==> config.mk <==
export PLATFORM = sky130hd
export DESIGN_NAME = battleship_screen_sequencer
export DESIGN_NICKNAME = d
export VERILOG_FILES = /design/src/rtl/battleship_pkg.sv /design/src/rtl/battleship_screen_sequencer_dwell_counter.sv /design/src/rtl/battleship_screen_sequencer.sv
export SDC_FILE = /design/constraint.sdc
export NUM_CORES = 1
export LEC_CHECK = 0
export ABC_AREA = 1
export BUFFER_PORTS_ARGS = -buffer_cell sky130_fd_sc_hd__buf_4
export CAP_MARGIN = 10
export CORE_UTILIZATION = 42
export CTS_CLUSTER_DIAMETER = 60
export CTS_CLUSTER_SIZE = 12
export DETAILED_ROUTE_END_ITERATION = 8
export PLACE_DENSITY = 0.9
export SYNTH_ARGS = -nofsm -noshare
export SYNTH_HDL_FRONTEND = slang
export SYNTH_SLANG_ARGS = --single-unit
export TNS_END_PERCENT = 5
==> constraint.sdc <==
create_clock -name clk -period 1.6 [get_ports clk]
set_input_delay 0.08 -clock clk [delete_from_list [all_inputs] [get_ports clk]]
set_output_delay 0.08 -clock clk [all_outputs]
set_load 0.01 [all_outputs]
==> src/rtl/battleship_pkg.sv <==
// Shared types and constants for the Battleship seven-segment display path.
// Segments are active-low, so an all-ones frame is a dark display.
package battleship_pkg;

   typedef enum logic [1:0] {
      IDLE = 2'd0,
      SHOW = 2'd1,
      DONE = 2'd2
   } seq_state_t;

   localparam int SCREEN_W_DEFAULT = 28;

   localparam logic [SCREEN_W_DEFAULT-1:0] SEG_BLANK = '1;

   // A request for zero slots still shows slot 0; oversized requests saturate.
   function automatic int clamp_active(input int n, input int max_n);
      if (n < 1) begin
         return 1;
      end
      if (n > max_n) begin
         return max_n;
      end
      return n;
   endfunction

endpackage

==> src/rtl/battleship_screen_sequencer_dwell_counter.sv <==
// Counts qualifying strobe ticks within one frame and flags the tick that
// ends the dwell so the sequencer can advance to the next slot.
module dwell_counter #(
   parameter int DWELL_TICKS = 2
) (
   input  logic clk,
   input  logic rst_n,
   input  logic en,
   input  logic clr,
   output logic wrap
);

   localparam int CW = (DWELL_TICKS > 1) ? $clog2(DWELL_TICKS) : 1;
   localparam logic [CW-1:0] MAX_COUNT = CW'(DWELL_TICKS - 1);

   logic [CW-1:0] count_q;
   logic [CW-1:0] count_d;

   assign wrap = en & (count_q == MAX_COUNT);

   always_comb begin
      count_d = count_q;
      if (clr) begin
         count_d = '0;
      end else if (en) begin
         count_d = (count_q == MAX_COUNT) ? '0 : count_q + CW'(1);
      end
   end

   always_ff @(posedge clk or negedge rst_n) begin
      if (!rst_n) begin
         count_q <= '0;
      end else begin
         count_q <= count_d;
      end
   end

endmodule

==> src/rtl/battleship_screen_sequencer.sv <==
// Steps through packed seven-segment frames, dwelling a fixed number of
// strobe ticks on each, with loop/one-shot playback, pause and restart.
module battleship_screen_sequencer
   import battleship_pkg::*;
#(
   parameter int                    N_SCREENS   = 4,
   parameter int                    SCREEN_W    = SCREEN_W_DEFAULT,
   parameter int                    DWELL_TICKS = 2,
   parameter logic [SCREEN_W-1:0]   BLANK       = {SCREEN_W{1'b1}},
   localparam int                   IW          = (N_SCREENS > 1) ? $clog2(N_SCREENS) : 1,
   localparam int                   NW          = $clog2(N_SCREENS + 1)
) (
   input  logic                          clk,
   input  logic                          rst_n,
   input  logic                          tick,
   input  logic [N_SCREENS*SCREEN_W-1:0] screens,
   input  logic [NW-1:0]                 n_active,
   input  logic                          loop_mode,
   input  logic                          start,
   input  logic                          pause,
   output logic [SCREEN_W-1:0]           ships,
   output logic [IW-1:0]                 index,
   output logic                          busy,
   output logic                          done
);

   seq_state_t          state_q;
   logic [IW-1:0]       index_q;
   logic [IW-1:0]       last_q;
   logic [IW-1:0]       last_d;
   logic                loop_q;
   logic [SCREEN_W-1:0] ships_q;
   logic                busy_q;
   logic                done_q;

   logic                dwell_en;
   logic                dwell_wrap;
   logic [SCREEN_W-1:0] frames [N_SCREENS];
   logic [SCREEN_W-1:0] cur_frame;

   for (genvar k = 0; k < N_SCREENS; k++) begin : g_frames
      assign frames[k] = screens[k*SCREEN_W +: SCREEN_W];
   end

   assign cur_frame = frames[index_q];

   always_comb begin
      last_d = IW'(clamp_active(int'(n_active), N_SCREENS) - 1);
   end

   // Ticks only matter while showing; pausing drops them rather than queueing.
   assign dwell_en = tick & ~pause & (state_q == SHOW);

   dwell_counter #(
      .DWELL_TICKS(DWELL_TICKS)
   ) u_dwell (
      .clk  (clk),
      .rst_n(rst_n),
      .en   (dwell_en),
      .clr  (start),
      .wrap (dwell_wrap)
   );

   // start overrides everything; the output frame lags the slot index by one cycle
   // and is re-read from the live bus every cycle so edits show while dwelling.
   always_ff @(posedge clk or negedge rst_n) begin
      if (!rst_n) begin
         state_q <= IDLE;
         index_q <= '0;
         last_q  <= '0;
         loop_q  <= 1'b0;
         ships_q <= BLANK;
         busy_q  <= 1'b0;
         done_q  <= 1'b0;
      end else begin
         done_q  <= 1'b0;
         ships_q <= (state_q == IDLE) ? BLANK : cur_frame;
         if (start) begin
            state_q <= SHOW;
            index_q <= '0;
            last_q  <= last_d;
            loop_q  <= loop_mode;
            busy_q  <= 1'b1;
         end else if ((state_q == SHOW) && dwell_wrap) begin
            if (index_q < last_q) begin
               index_q <= index_q + IW'(1);
            end else if (loop_q) begin
               index_q <= '0;
            end else begin
               state_q <= DONE;
               busy_q  <= 1'b0;
               done_q  <= 1'b1;
            end
         end
      end
   end

   assign ships = ships_q;
   assign index = index_q;
   assign busy  = busy_q;
   assign done  = done_q;

endmodule

## Word-level counts from Yosys, hierarchy flattened

Cells that the tools add are included.

| word-level totals | value |
|---|---|
| flip-flop bits (word level) | 38 |
| word-level logic and storage cells | 60 |

| cells by class | value |
|---|---|
| add/sub/neg operators | 3 |
| magnitude comparators | 4 |
| equal/unequal tests | 3 |
| multiplexer cells | 30 |
| bitwise operators | 5 |
| reductions and logical operators | 7 |

Operators with widths:

| operator | number |
|---|---|
| 2-to-1 mux 28 bit | 3 |
| binary-select mux 28 bit (select 2 bit) | 1 |
| 2-to-1 mux 2 bit | 10 |
| 2-to-1 mux 1 bit | 16 |
| inequality test 2 bit (second input constant) | 2 |
| nonzero test 2 bit | 2 |
| bitwise AND 1 bit | 3 |
| >= comparator 3 bit (second input constant) | 1 |
| > comparator 3 bit (second input constant) | 1 |
| < comparator 3 x 1 -> 1 bit (second input constant) | 1 |
| NOT 2 -> 3 bit | 1 |
| AND reduction 3 bit | 1 |
| nonzero test 3 bit | 1 |
| adder 2 x 1 -> 2 bit (second input constant) | 1 |
| equality test 2 x 1 -> 1 bit (second input constant) | 1 |
| logical NOT 2 bit | 1 |
| < comparator 2 bit | 1 |
| AND reduction 2 bit | 1 |
| subtractor 2 bit (second input constant) | 1 |
| adder 1 bit (second input constant) | 1 |
| logical AND 1 bit | 1 |
| NOT 1 bit | 1 |

## Depth between registers and ports, before layout

| logic depth | value |
|---|---|
| depth after elaboration | 7 |
| mapped depth | 10 |
| mapped depth without buffers | 9 |

## Modules after synthesis

Synthesis repeated with hierarchy kept, for this count alone.

| unflattened totals | value |
|---|---|
| cell total of the unflattened synthesis | 313 |
| area total of the unflattened synthesis | 2220.9 um^2 |

By module, submodules not included:

| module | instances | cells an instance | area each (um^2) | sequential area each (um^2) |
|---|---|---|---|---|
| battleship_screen_sequencer | 1 | 306 | 2170.8 | 935.9 |
| dwell_counter | 1 | 7 | 50.0 | 25.0 |

## Worst setup path before layout

OpenSTA, ideal clock, no wires.

| timing | value |
|---|---|
| path kind | register to register |
| from | reg index_q[1], in the netlist index[1] |
| to | reg index_q[0], in the netlist index[0] |
| data arrival time | 1077 ps |
| required time | 1484 ps |
| slack | 406 ps |
| cell stages (with the launch flop) | 8 |
| period minus slack after synthesis | 1194 ps |
| path through | dfrtp_1 -> ha_1 -> nand2_1 -> nand2_1 -> nand2_2 -> nand2_2 -> nand2_1 -> nand2_1 |

| on the way | value |
|---|---|
| cells in the longest elaborated chain, start to end | 4 |

Ends and longest elaborated chain:

| element | line | text |
|---|---|---|
| start: declaration | battleship_screen_sequencer.sv:28 | `logic [IW-1:0] index_q;` |
| start signal: assignment | battleship_screen_sequencer.sv:86 | `index_q <= index_q + IW'(1);` |
| < comparator 2 bit * | battleship_screen_sequencer.sv:85 | `if (index_q < last_q) begin` |
| 2-to-1 mux 2 bit | battleship_screen_sequencer.sv:85 |  |
| 2-to-1 mux 2 bit | battleship_screen_sequencer.sv:84 | `end else if ((state_q == SHOW) && dwell_wrap) begin` |
| 2-to-1 mux 2 bit | battleship_screen_sequencer.sv:78 | `if (start) begin` |

Every way passes the cells marked *; elsewhere a longest branch is shown, timed or not. The select of a mux whose other input is x is not followed.
A chain may end at the register's enable or synchronous reset.

## Worst setup path in the final report

| timing | value |
|---|---|
| from | reg index_q[0], in the netlist index[0] |
| to | out index[0] |

RTL lines:

| element | line | text |
|---|---|---|
| end: declaration | battleship_screen_sequencer.sv:22 | `output logic [IW-1:0] index,` |

No word-level cell between the ends.

==> flow_summary.json <==
{
  "status": "complete, no violations",
  "tightest_slew_ns": 0.502,
  "crit_path_start_kind": "register",
  "r2r_start": "index[1]",
  "slew-limit-headroom": 0.665,
  "yosysWarnings": 0,
  "p_total_mw": 4.76,
  "ant_nets": 0,
  "overflow": 0,
  "hold_path.class": "input pin to register",
  "postCtsHoldBufs": 2,
  "hp-start": "start",
  "yosys-top-cells-area": "dfstp_2, nand2_1, a21oi_1, dfrtp_1, o21ai_1",
  "io_pins": 153,
  "ir_worst_vdd_v": 0.000775,
  "switching_share": 0.375,
  "vias_per_cell": 4.92,
  "wirelength_um": 6650,
  "die_area_mm2": 0.00560,
  "clockRootBuffer": "clkbuf_8",
  "rsz0062_at_grt": "false",
  "dp_hpwl_um": 4920,
  "combPwrFrac": 0.507,
  "fin_nets": 575,
  "drc_errors": 0,
  "synthSimpleGateAreaFrac": 0.262,
  "clock_path_buffers": 2,
  "setup_viol": 0,
  "final_cell_mix": "buf_4, nand2_1, a21oi_1",
  "path_clk_slew_ns": 0.07,
  "synth-seq-cells": 37,
  "final_common_cell": "buf_4",
  "antennaDiodeCount": 0,
  "vias": 2577,
  "power.switching_mw": 1.78,
  "yosys.area_share.xor_xnor": 0,
  "cts_buffers": 5,
  "cts_tree": "done",
  "cp_max_fo": 36,
  "synth_top_family_by_area": "simple AND/OR/NAND/NOR gates",
  "layout-drive-gt1-share": 0.471,
  "core_area_mm2": 0.00511,
  "worstSetupStartpoint": "index[0]",
  "worst_ep_arrival_time_ns": 1.21,
  "drtPass1Iterations": 4,
  "cts_sinks": 37,
  "p_seq_frac": 0.340,
  "regArea_um2": 962,
  "multiInputGateArea_mm2": 0.00107,
  "grt_pass1_wl_um": 9920,
  "p_int_mw": 2.97,
  "fill_cells": 421,
  "finalCritPeriodShare": 0.805,
  "fin_crit_ns": 1.29,
  "synth_top_area_cell": "dfstp_2",
  "finClkSkew_ns": 0.00402,
  "fin_tns_setup_ns": 0,
  "die_w_um": 74.8,
  "insertion_delay_ns": 0.29,
  "ys_types": 21,
  "synth_compound_area_frac": 0.212,
  "clkPwrFrac": 0.153,
  "port_buffers": 152,
  "drv_slew": 0,
  "syn-instance-count": 307,
  "grt_pass1_vias": 2329,
  "clock.fmax_mhz": 776,
  "synth_fp_nets": 429,
  "cts.htree.levels": 2,
  "fp-row-count": 26,
  "critPathCaptureType": "primary output",
  "maxCapViolations": 0,
  "hold_violations": 0,
  "cts-resized-gates": 0,
  "post_cts_buffers": 0,
  "path_class": "register to primary output",
  "p_leak_nw": 1.78,
  "netlist_area_mm2": 0.00223,
  "track_usage": 0.234,
  "antenna_found_initial": 0,
  "drt_iter0_markers": 119,
  "wl_per_cell_um": 12.7,
  "postLayoutCoreUtil": 0.682,
  "die_height_um": 74.8,
  "synth_top_area_frac": 0.330,
  "area_growth_pct": 56.4,
  "p_per_area_mw_per_mm2": 1370,
  "synthMuxAreaShare": 0,
  "place.gp.congestion": 0.786,
  "avgSynthCellArea_um2": 7.26,
  "start_util": 0.436,
  "required_ns": 1.52,
  "grt_max_degree": 51,
  "synthAdderAreaFrac": 0.00561,
  "seq_area_frac_synth": 0.431
}
## routing by layer
layer / wire length (µm) / global-route usage / share of wire
met5: 0 / 0 / 0
met4: 89 / 0.0860 / 0.013
met3: 489 / 0.0535 / 0.074
met2: 3550 / 0.457 / 0.53
met1: 2520 / 0.241 / 0.38
## registers in the layout (all words and copies together), names as in the netlist
name,flops
ships,28
done,1
u_dwell.count_q,1
index,2
last_q,2
loop_q,1
state_q,2
## power groups by stage
| stage | sequential, mW | combinational (mW) | clock [mW] |
|---|---|---|---|
| after floorplan | 1.82 | 1.29 | 0 |
| after global placement | 1.62 | 2.35 | 0 |
| after detailed placement | 1.64 | 2.43 | 0 |
| after CTS | 1.62 | 2.43 | 0.751 |
| after global routing | 1.66 | 2.69 | 0.777 |
| final | 1.62 | 2.41 | 0.729 |
## layout make-up
| class | count | area share |
|---|---|---|
| Multi-Input combinational cell | 238 | 0.307 |
| Timing Repair Buffer | 161 | 0.352 |
| Clock inverter | 1 | 0.00144 |
| Tap cell | 70 | 0.0251 |
| Clock buffer | 7 | 0.0276 |
| Sequential cell | 37 | 0.276 |
| Inverter | 10 | 0.0108 |
## kinds of logic after synthesis
| family | after synthesis |
|---|---|
| buffers and inverters | 32 |
| flip-flops | 37 |
| adder cells (fa/ha/maj) | 1 |
| AO/OA/AOI/OAI | 86 |
| AND/OR/NAND/NOR | 151 |
## synth_stat cells (all sizes together)
cell,number
nand2,132
a21oi,56
dfstp,28
o21ai,28
buf,21
nor2,14
inv,10
dfrtp,9
nand3,4
a22oi,1
clkbuf,1
ha,1
o211ai,1
or2,1
## stage by stage
stage | worst slack [ns] | hold WS, ns | area, µm² | instances
global placement | 0.387 | 0.0647 | 3360 | 514
global route | 0.202 | 0.0470 | 3480 | 524
finish | 0.311 | 0.0272 | 3480 | 524
CTS | 0.302 | 0.0265 | 3480 | 524
floorplan | 0.406 | -0.216 | 2230 | 307
detailed placement | 0.346 | 0.0768 | 3360 | 514
## worst paths after layout
check,cells past startpoint,end,slack (ns)
min reg2reg,2,state_q[1],0.52
max reg2reg,7,index[1],0.33
min,3,loop_q,0.03
min in group asynchronous,2,state_q[1],0.30
max in group asynchronous,2,index[0],0.94
max,2,index[0],0.31
## critical path, cell delays in order (launching register included)
cell	delay, ns
dfrtp_2	0.39
buf_4	0.34
buf_4	0.19
Power figures use the tool's default switching activity.
